$ cat config.mk
export PLATFORM = sky130hd
export DESIGN_NAME = alu_issue
export DESIGN_NICKNAME = d
export VERILOG_FILES = /design/src/rtl/alu_pkg.sv /design/src/rtl/alu_issue_regfile.sv /design/src/rtl/alu_issue.sv
export SDC_FILE = /design/constraint.sdc
export NUM_CORES = 1
export LEC_CHECK = 0
export BUFFER_PORTS_ARGS = -buffer_cell sky130_fd_sc_hd__buf_2
export CORE_AREA = 5 5 134 136
export CTS_CLUSTER_DIAMETER = 100
export DETAILED_ROUTE_END_ITERATION = 8
export DIE_AREA = 0 0 139 141
export PLACE_DENSITY = 0.78
export SETUP_SLACK_MARGIN = 0.15
export SLEW_MARGIN = 40
export SYNTH_ARGS = -nofsm -noshare
export SYNTH_HDL_FRONTEND = slang
export SYNTH_SLANG_ARGS = --single-unit
$ cat constraint.sdc
create_clock -name clk -period 2 [get_ports clk]
set_clock_uncertainty 0.15 [all_clocks]
set_input_delay 0.1 -clock clk [delete_from_list [all_inputs] [get_ports clk]]
set_output_delay 0.1 -clock clk [all_outputs]
set_load 0.01 [all_outputs]
$ cat src/rtl/alu_pkg.sv
// Shared definitions for the ALU issue/writeback controller: opcodes, instruction
// field positions and the decoded instruction record.
package alu_pkg;

   localparam logic [3:0] COP_ZERO  = 4'b0000;
   localparam logic [3:0] COP_ADD   = 4'b0001;
   localparam logic [3:0] COP_SUB   = 4'b0010;
   localparam logic [3:0] COP_PASSB = 4'b0011;
   localparam logic [3:0] COP_EQ    = 4'b0100;
   localparam logic [3:0] COP_ADD6  = 4'b0110;
   localparam logic [3:0] COP_ADD7  = 4'b0111;
   localparam logic [3:0] COP_ADDE  = 4'b1110;
   localparam logic [3:0] COP_ADDF  = 4'b1111;

   localparam int COP_MSB = 15;
   localparam int COP_LSB = 12;
   localparam int RD_MSB  = 11;
   localparam int RD_LSB  = 9;
   localparam int RA_MSB  = 8;
   localparam int RA_LSB  = 6;
   localparam int RB_MSB  = 5;
   localparam int RB_LSB  = 3;

   typedef struct packed {
      logic [3:0] cop;
      logic [2:0] rd;
      logic [2:0] ra;
      logic [2:0] rb;
   } instr_t;

   function automatic logic is_legal_cop(input logic [3:0] cop);
      logic legal;
      legal = 1'b0;
      case (cop)
         COP_ZERO, COP_ADD, COP_SUB, COP_PASSB, COP_EQ,
         COP_ADD6, COP_ADD7, COP_ADDE, COP_ADDF: legal = 1'b1;
         default: legal = 1'b0;
      endcase
      return legal;
   endfunction

endpackage

$ cat src/rtl/alu_issue_regfile.sv
// Architectural register file: two operand read ports, one debug read port and a
// single synchronous write port, all cleared by synchronous reset.
module alu_issue_regfile #(
   parameter int INPUT_WIDTH = 16,
   parameter int NREGS       = 8
) (
   input  logic                   clk,
   input  logic                   reset,
   input  logic                   writeEn_i,
   input  logic [2:0]             writeAddr_i,
   input  logic [INPUT_WIDTH-1:0] writeData_i,
   input  logic [2:0]             readAddrA_i,
   output logic [INPUT_WIDTH-1:0] readDataA_o,
   input  logic [2:0]             readAddrB_i,
   output logic [INPUT_WIDTH-1:0] readDataB_o,
   input  logic [2:0]             dbgAddr_i,
   output logic [INPUT_WIDTH-1:0] dbgData_o
);

   logic [INPUT_WIDTH-1:0] regs_q [NREGS];

   always_ff @(posedge clk) begin
      if (reset) begin
         for (int i = 0; i < NREGS; i++) begin
            regs_q[i] <= '0;
         end
      end else if (writeEn_i) begin
         regs_q[writeAddr_i] <= writeData_i;
      end
   end

   assign readDataA_o = regs_q[readAddrA_i];
   assign readDataB_o = regs_q[readAddrB_i];
   assign dbgData_o   = regs_q[dbgAddr_i];

endmodule

$ cat src/rtl/alu_issue.sv
// Two-stage issue/writeback controller driving a combinational 16-bit ALU.
// Define ALU_ISSUE_FWD_EN to forward the ALU result instead of stalling on hazards.
module alu_issue
   import alu_pkg::*;
#(
   parameter int INPUT_WIDTH = 16,
   parameter int NREGS       = 8
) (
   input  logic                   clk,
   input  logic                   reset,
   input  logic                   instr_valid,
   input  logic [15:0]            instr_data,
   output logic                   instr_ready,
   output logic [INPUT_WIDTH-1:0] alu_reg_A,
   output logic [INPUT_WIDTH-1:0] alu_reg_B,
   output logic [3:0]             alu_cop,
   input  logic [INPUT_WIDTH-1:0] alu_result,
   input  logic                   alu_OVF,
   input  logic [2:0]             rd_addr,
   output logic [INPUT_WIDTH-1:0] rd_data,
   output logic                   ovf_flag,
   output logic                   illegal_flag,
   input  logic                   clear_flags,
   output logic                   busy
);

   logic                   dValid_q, dValid_d;
   instr_t                 dInstr_q, dInstr_d;
   logic                   eValid_q, eValid_d;
   logic                   eWb_q, eWb_d;
   logic [2:0]             eRd_q, eRd_d;
   logic [INPUT_WIDTH-1:0] aluA_q, aluA_d;
   logic [INPUT_WIDTH-1:0] aluB_q, aluB_d;
   logic [3:0]             aluCop_q, aluCop_d;
   logic                   ovf_q, ovf_d;
   logic                   illegal_q, illegal_d;

   logic                   hazard;
   logic                   advance;
   logic                   eWriting;
   logic [INPUT_WIDTH-1:0] rfDataA, rfDataB;
   logic [INPUT_WIDTH-1:0] opA, opB;
   instr_t                 newInstr;
   logic                   unusedBits;

   assign unusedBits = ^instr_data[2:0];

   assign newInstr.cop = instr_data[COP_MSB:COP_LSB];
   assign newInstr.rd  = instr_data[RD_MSB:RD_LSB];
   assign newInstr.ra  = instr_data[RA_MSB:RA_LSB];
   assign newInstr.rb  = instr_data[RB_MSB:RB_LSB];

   assign eWriting = eValid_q && eWb_q;

   alu_issue_regfile #(
      .INPUT_WIDTH(INPUT_WIDTH),
      .NREGS      (NREGS)
   ) uRegfile (
      .clk        (clk),
      .reset      (reset),
      .writeEn_i  (eWriting),
      .writeAddr_i(eRd_q),
      .writeData_i(alu_result),
      .readAddrA_i(dInstr_q.ra),
      .readDataA_o(rfDataA),
      .readAddrB_i(dInstr_q.rb),
      .readDataB_o(rfDataB),
      .dbgAddr_i  (rd_addr),
      .dbgData_o  (rd_data)
   );

   // With forwarding the instruction in E hands its result straight to D's operands.
`ifdef ALU_ISSUE_FWD_EN
   assign hazard = 1'b0;
   assign opA    = (eWriting && (eRd_q == dInstr_q.ra)) ? alu_result : rfDataA;
   assign opB    = (eWriting && (eRd_q == dInstr_q.rb)) ? alu_result : rfDataB;
`else
   assign hazard = eWriting && ((eRd_q == dInstr_q.ra) || (eRd_q == dInstr_q.rb));
   assign opA    = rfDataA;
   assign opB    = rfDataB;
`endif

   assign advance     = dValid_q && !hazard;
   assign instr_ready = !dValid_q || advance;

   always_comb begin
      dValid_d  = dValid_q;
      dInstr_d  = dInstr_q;
      if (instr_valid && instr_ready) begin
         dValid_d = 1'b1;
         dInstr_d = newInstr;
      end else if (advance) begin
         dValid_d = 1'b0;
      end

      // A stalled or empty D leaves a bubble in E, which idles the ALU at zero.
      eValid_d = advance;
      eWb_d    = advance && is_legal_cop(dInstr_q.cop);
      eRd_d    = dInstr_q.rd;
      aluCop_d = advance ? dInstr_q.cop : COP_ZERO;
      aluA_d   = advance ? opA : '0;
      aluB_d   = advance ? opB : '0;

      ovf_d     = clear_flags ? 1'b0 : ovf_q;
      illegal_d = clear_flags ? 1'b0 : illegal_q;
      if (eWriting && alu_OVF) begin
         ovf_d = 1'b1;
      end
      if (eValid_q && !eWb_q) begin
         illegal_d = 1'b1;
      end
   end

   always_ff @(posedge clk) begin
      if (reset) begin
         dValid_q  <= 1'b0;
         dInstr_q  <= '0;
         eValid_q  <= 1'b0;
         eWb_q     <= 1'b0;
         eRd_q     <= '0;
         aluA_q    <= '0;
         aluB_q    <= '0;
         aluCop_q  <= COP_ZERO;
         ovf_q     <= 1'b0;
         illegal_q <= 1'b0;
      end else begin
         dValid_q  <= dValid_d;
         dInstr_q  <= dInstr_d;
         eValid_q  <= eValid_d;
         eWb_q     <= eWb_d;
         eRd_q     <= eRd_d;
         aluA_q    <= aluA_d;
         aluB_q    <= aluB_d;
         aluCop_q  <= aluCop_d;
         ovf_q     <= ovf_d;
         illegal_q <= illegal_d;
      end
   end

   assign alu_reg_A    = aluA_q;
   assign alu_reg_B    = aluB_q;
   assign alu_cop      = aluCop_q;
   assign ovf_flag     = ovf_q;
   assign illegal_flag = illegal_q;
   assign busy         = dValid_q || eValid_q;

endmodule

Word level (Yosys, flattened, before mapping)
Memory sizes are Yosys's and may differ from the RTL's. A register that Yosys moved wholly into a read port is not among the register bits.
Index checks and enable logic that the tools add are counted.

word-level totals
  register bits = 25
  bits in writable memories = 128
  bits in read-only memories = 16
  input port bits = 40
  output and inout bits = 56
  word-level logic and storage cells = 49
  memories kept = 2

operators by class
  equality and inequality tests = 2
  multiplexer cells = 15
  bitwise gates (word level) = 1
  reductions and logical operators = 18

memories
  memory            words  bits a word  read ports  clocked after Yosys merged registers in  write ports  RTL line                 source
  uRegfile.regs_q   8      16           3           2                                        8            alu_issue_regfile.sv:20  logic [INPUT_WIDTH-1:0] regs_q [NREGS];
  (name not given)  16     1            1           1                                        0            alu_pkg.sv:34            case (cop)

operators by type and width
  operator             count
  $mux W16             1
  $reduce_or A16 Y1    1
  $mux W1              11
  $mux W4              2
  $logic_and A1 B1 Y1  7
  $eq A3 B3 Y1         2
  $reduce_bool A2 Y1   3
  $logic_not A1 Y1     3
  $logic_or A1 B1 Y1   3
  $mux W3              1
  $reduce_or A2 Y1     1
  $not A1 Y1           1

Logic depth before layout (Yosys ltp)
  depth in word-level cells = 9
  gate-level depth with buffers = 7

Cells and area by module
A second synthesis with hierarchy kept.

second synthesis, totals
  cells, all modules = 665
  area total of the unflattened synthesis = 10,034.6 um^2

modules (own cells, without submodules)
  module             instances  cells an instance  area an instance (um^2)  sequential area each (um^2)
  alu_issue_regfile  1          487                8,018.9                  3,843.7
  alu_issue          1          178                2,015.7                  1,161.1

Worst setup path before layout
Ideal clock, no wire load.

  path type = reg-to-reg
  start = register eValid_q
  end = memory uRegfile.regs_q[6][0], enable pin
  library setup time = 0.334 ns
  arrival = 1.371 ns
  data required time = 1.516 ns
  path slack = 0.145 ns
  stages on the path, launching flop included = 5
  clock period less this slack = 1.855 ns
  cells stage by stage = dfxtp_1 nand2_1 or3_1 nor2_1 or2_2

RTL lines
  what                    RTL line                 source
  from (decl)             alu_issue.sv:29          logic eValid_q, eValid_d;
  from (signal assigned)  alu_issue.sv:129         eValid_q <= eValid_d;
  to (decl)               alu_issue_regfile.sv:20

==> results.ini <==
[status]
status = complete, but fails checks
violations = setup timing

[timing]
slew_viol_final = 0
max_slew_margin_pct = 52.4
fmax_ghz = 0.489
rsz0062_at_grt = yes
hold_violations = 0
worst_slew_pin_slew_ps = 714
period_minus_slack_ps = 2050
setup_violations = 8
setup_ws_ps = -46.0
fin_crit_sh_pct = 102

[power]
ir_worst_vdd_uv = 669
p_leak_nw = 4.83
p_per_area_nw_per_um2 = 712
power.total_mw = 8.80

[die]
io_pins = 96
num_rows = 48
die_h_um = 141
fp.dieW_um = 139
start_util_pct = 56.9
die_area_um2 = 19600
core_area_um2 = 16800

[clocking]
cts_tree = yes
cts.sinks = 186
clk_latency_ps = 440
clockBufferDepth = 2
numCtsBuffers = 17
htree_levels = 4
ctsRootBufferMaster = clkbuf_16
clkTransAtPathRegs_ps = 70

[grt]
grt_usage_pct = 26.4
grt_pass1_vias = 6820
grt_max_degree = 39
grt_antenna_before_repair = 0
grt_pass1_wl_um = 39000
grt_overflow = 0

[synth]
syn_inst = 638
syn_nets = 678
synthMuxAreaShare_pct = 29.3
ys_warn_count = 0
syn_avg_cell_area_um2 = 15.0
synth_flop_cell = edfxtp_1
synth_top_family_by_area = multiplexers
synth_compound_area_share_pct = 0.536
synth_edf_count = 128
async_flop_share_pct = 0
synth_xor_area_share_pct = 0.549
synthSimpleGateAreaFrac_pct = 14.4
synthesis.area_um2 = 9570
ys_ff_latch = 186
synthAdderAreaFrac_pct = 0
synth-seq-area-share_pct = 52.3
netlist-cell-type-count = 32

[placed_design]
gp_congestion = 0.840
dp.final_hpwl_um = 15100
dpl-instance-area_um2 = 10500
place_inst = 946
port_buffers = 92

[drt]
avgViaCountPerCell = 6.10
drtIter0Drc = 587
drtPass1Iterations = 5
totalWireLength_um = 26500
drtAntennaViolNets = 0
vias = 6668
post_drt_wl_per_cell_um = 24.2
route.detailed.drc = 0

[setup_path]
crit_fanout = 2
crit_type = reg -> out
cp_data_arrival_time_ps = 1800
cp_data_required_time_ps = 1750
cp-end-kind = primary output
critical_path.startpoint_type = flip-flop

[final_layout]
final_cells = 1094
diodes = 0
design_area_um2 = 12400
area_growth_pct = 29.3
nets = 896
drive_above_1_share_pct = 45.7

[job]
max_cap_violations = 0

[min_path]
min_path_type = in -> reg

[Yosys cell counts (3+ instances only)]
| cell type | instances | area, um^2 |
|---|---|---|
| or2_2 | 9 | 56.3 |
| nor2_1 | 11 | 41.3 |
| clkbuf_1 | 27 | 101 |
| nor3_1 | 36 | 180 |
| nor3b_1 | 5 | 37.5 |
| buf_2 | 12 | 60.1 |
| mux2i_1 | 43 | 430 |
| and2_1 | 128 | 801 |
| xor2_1 | 6 | 52.6 |
| buf_4 | 4 | 30.0 |
| mux4_2 | 96 | 2160 |
| mux2_2 | 19 | 214 |
| nor2b_1 | 6 | 37.5 |
| buf_1 | 3 | 11.3 |
| nand2b_1 | 23 | 144 |
| buf_6 | 5 | 56.3 |
| dfxtp_1 | 58 | 1160 |
| edfxtp_1 | 128 | 3840 |
[placed cells by master (no fill, tap or decap), drive strengths merged]
cell type	Yosys	routed
nor3b	6	6
clkinv	0	4
nor2	11	11
nand2	2	2
dfxtp	58	58
mux4	96	96
a211oi	2	2
nor4	2	2
o21ba	1	1
a22oi	1	1
mux2i	43	43
and2	128	128
mux2	19	19
a21oi	2	2
nor3	37	37
a32oi	1	1
dlygate4sd3	0	34
xor2	6	6
nand2b	23	23
clkinvlp	0	3
buf	24	216
inv	2	6
nand4b	1	1
or3	1	1
nand3	1	1
or2	9	9
bufinv	0	1
nor2b	6	6
clkbuf	28	21
edfxtp	128	128
[through the flow]
| stage | hold WS [ps] | util (%) | TNS, ps | setup WS, ps |
|---|---|---|---|---|
| 2_1_floorplan | 77.2 | - | 0 | 157 |
| 6_report | 312 | 73.5 | -169 | -46.0 |
| 3_5_place_dp | 198 | 62.4 | 0 | 87.9 |
| 4_1_cts | 306 | 71.3 | -115 | -40.6 |
| 5_1_grt | 341 | 73.5 | -566 | -79.8 |
| 3_3_place_gp | 194 | 62.4 | 0 | 153 |
[critical path: stages (launching register included)]
cell and delay, ps:
edfxtp_1 400, mux4_2 520, mux2_4 310, buf_6 130
[logic make-up after synthesis]
| family | Yosys count |
|---|---|
| flops | 186 |
| xor+xnor | 6 |
| compound gates | 7 |
| simple gates | 227 |
| mux | 158 |
| buf+inv | 54 |
[final cells by class]
cell class | count | area (um^2)
Sequential cell | 186 | 5020
Multi-Input combinational cell | 398 | 4460
Fill cell | 990 | 4450
Timing Repair Buffer | 251 | 2040
Clock buffer | 20 | 437
Tap cell | 225 | 282
Clock inverter | 12 | 115
Inverter | 2 | 7.51
[sequential cells by signal, indices dropped and copies added, names as in the netlist, named ones only]
register / count
eRd_d: 3
eRd_q: 3
alu_reg_A: 16
alu_reg_B: 16
alu_cop: 4
eValid_q: 1
dValid_q: 1
eWb_q: 1
uRegfile.regs_q: 128
ovf_flag: 1
dInstr_q: 10
illegal_flag: 1
[worst paths after layout]
| path | start | endpoint | slack, ps | cells past startpoint |
|---|---|---|---|---|
| worst max-delay path | uRegfile.regs_q[3][13] | rd_data[13] | -50 | 3 |
| worst min-delay path | instr_valid | dValid_q | 310 | 4 |
| worst max register to register | eWb_q | dInstr_q[0] | 160 | 8 |
| worst min register to register | eRd_d[1] | eRd_q[1] | 320 | 1 |
[routing by layer]
layer	global-route usage, %	routed length, um	vias up
met5	0	0	-
met4	9.42	703	0
met3	5.97	2680	56
met2	46.1	13900	385
met1	32.7	9180	3360
li1	-	-	2867
[where the power goes]
| group | internal [mW] | switching [mW] |
|---|---|---|
| combinational | 0.702 | 0.569 |
| sequential | 4.23 | 0.0995 |
| clock | 1.73 | 1.47 |
[timing repair]
action                                 CTS  global route
endpoints found under the hold margin  148             0
pin swaps                                3             3
hold buffers                            34             0
gates cloned                             1             1
setup endpoints to repair               65           186
resized for setup                       36            31
setup buffers                           53            27
Power figures use the tool's default switching activity.
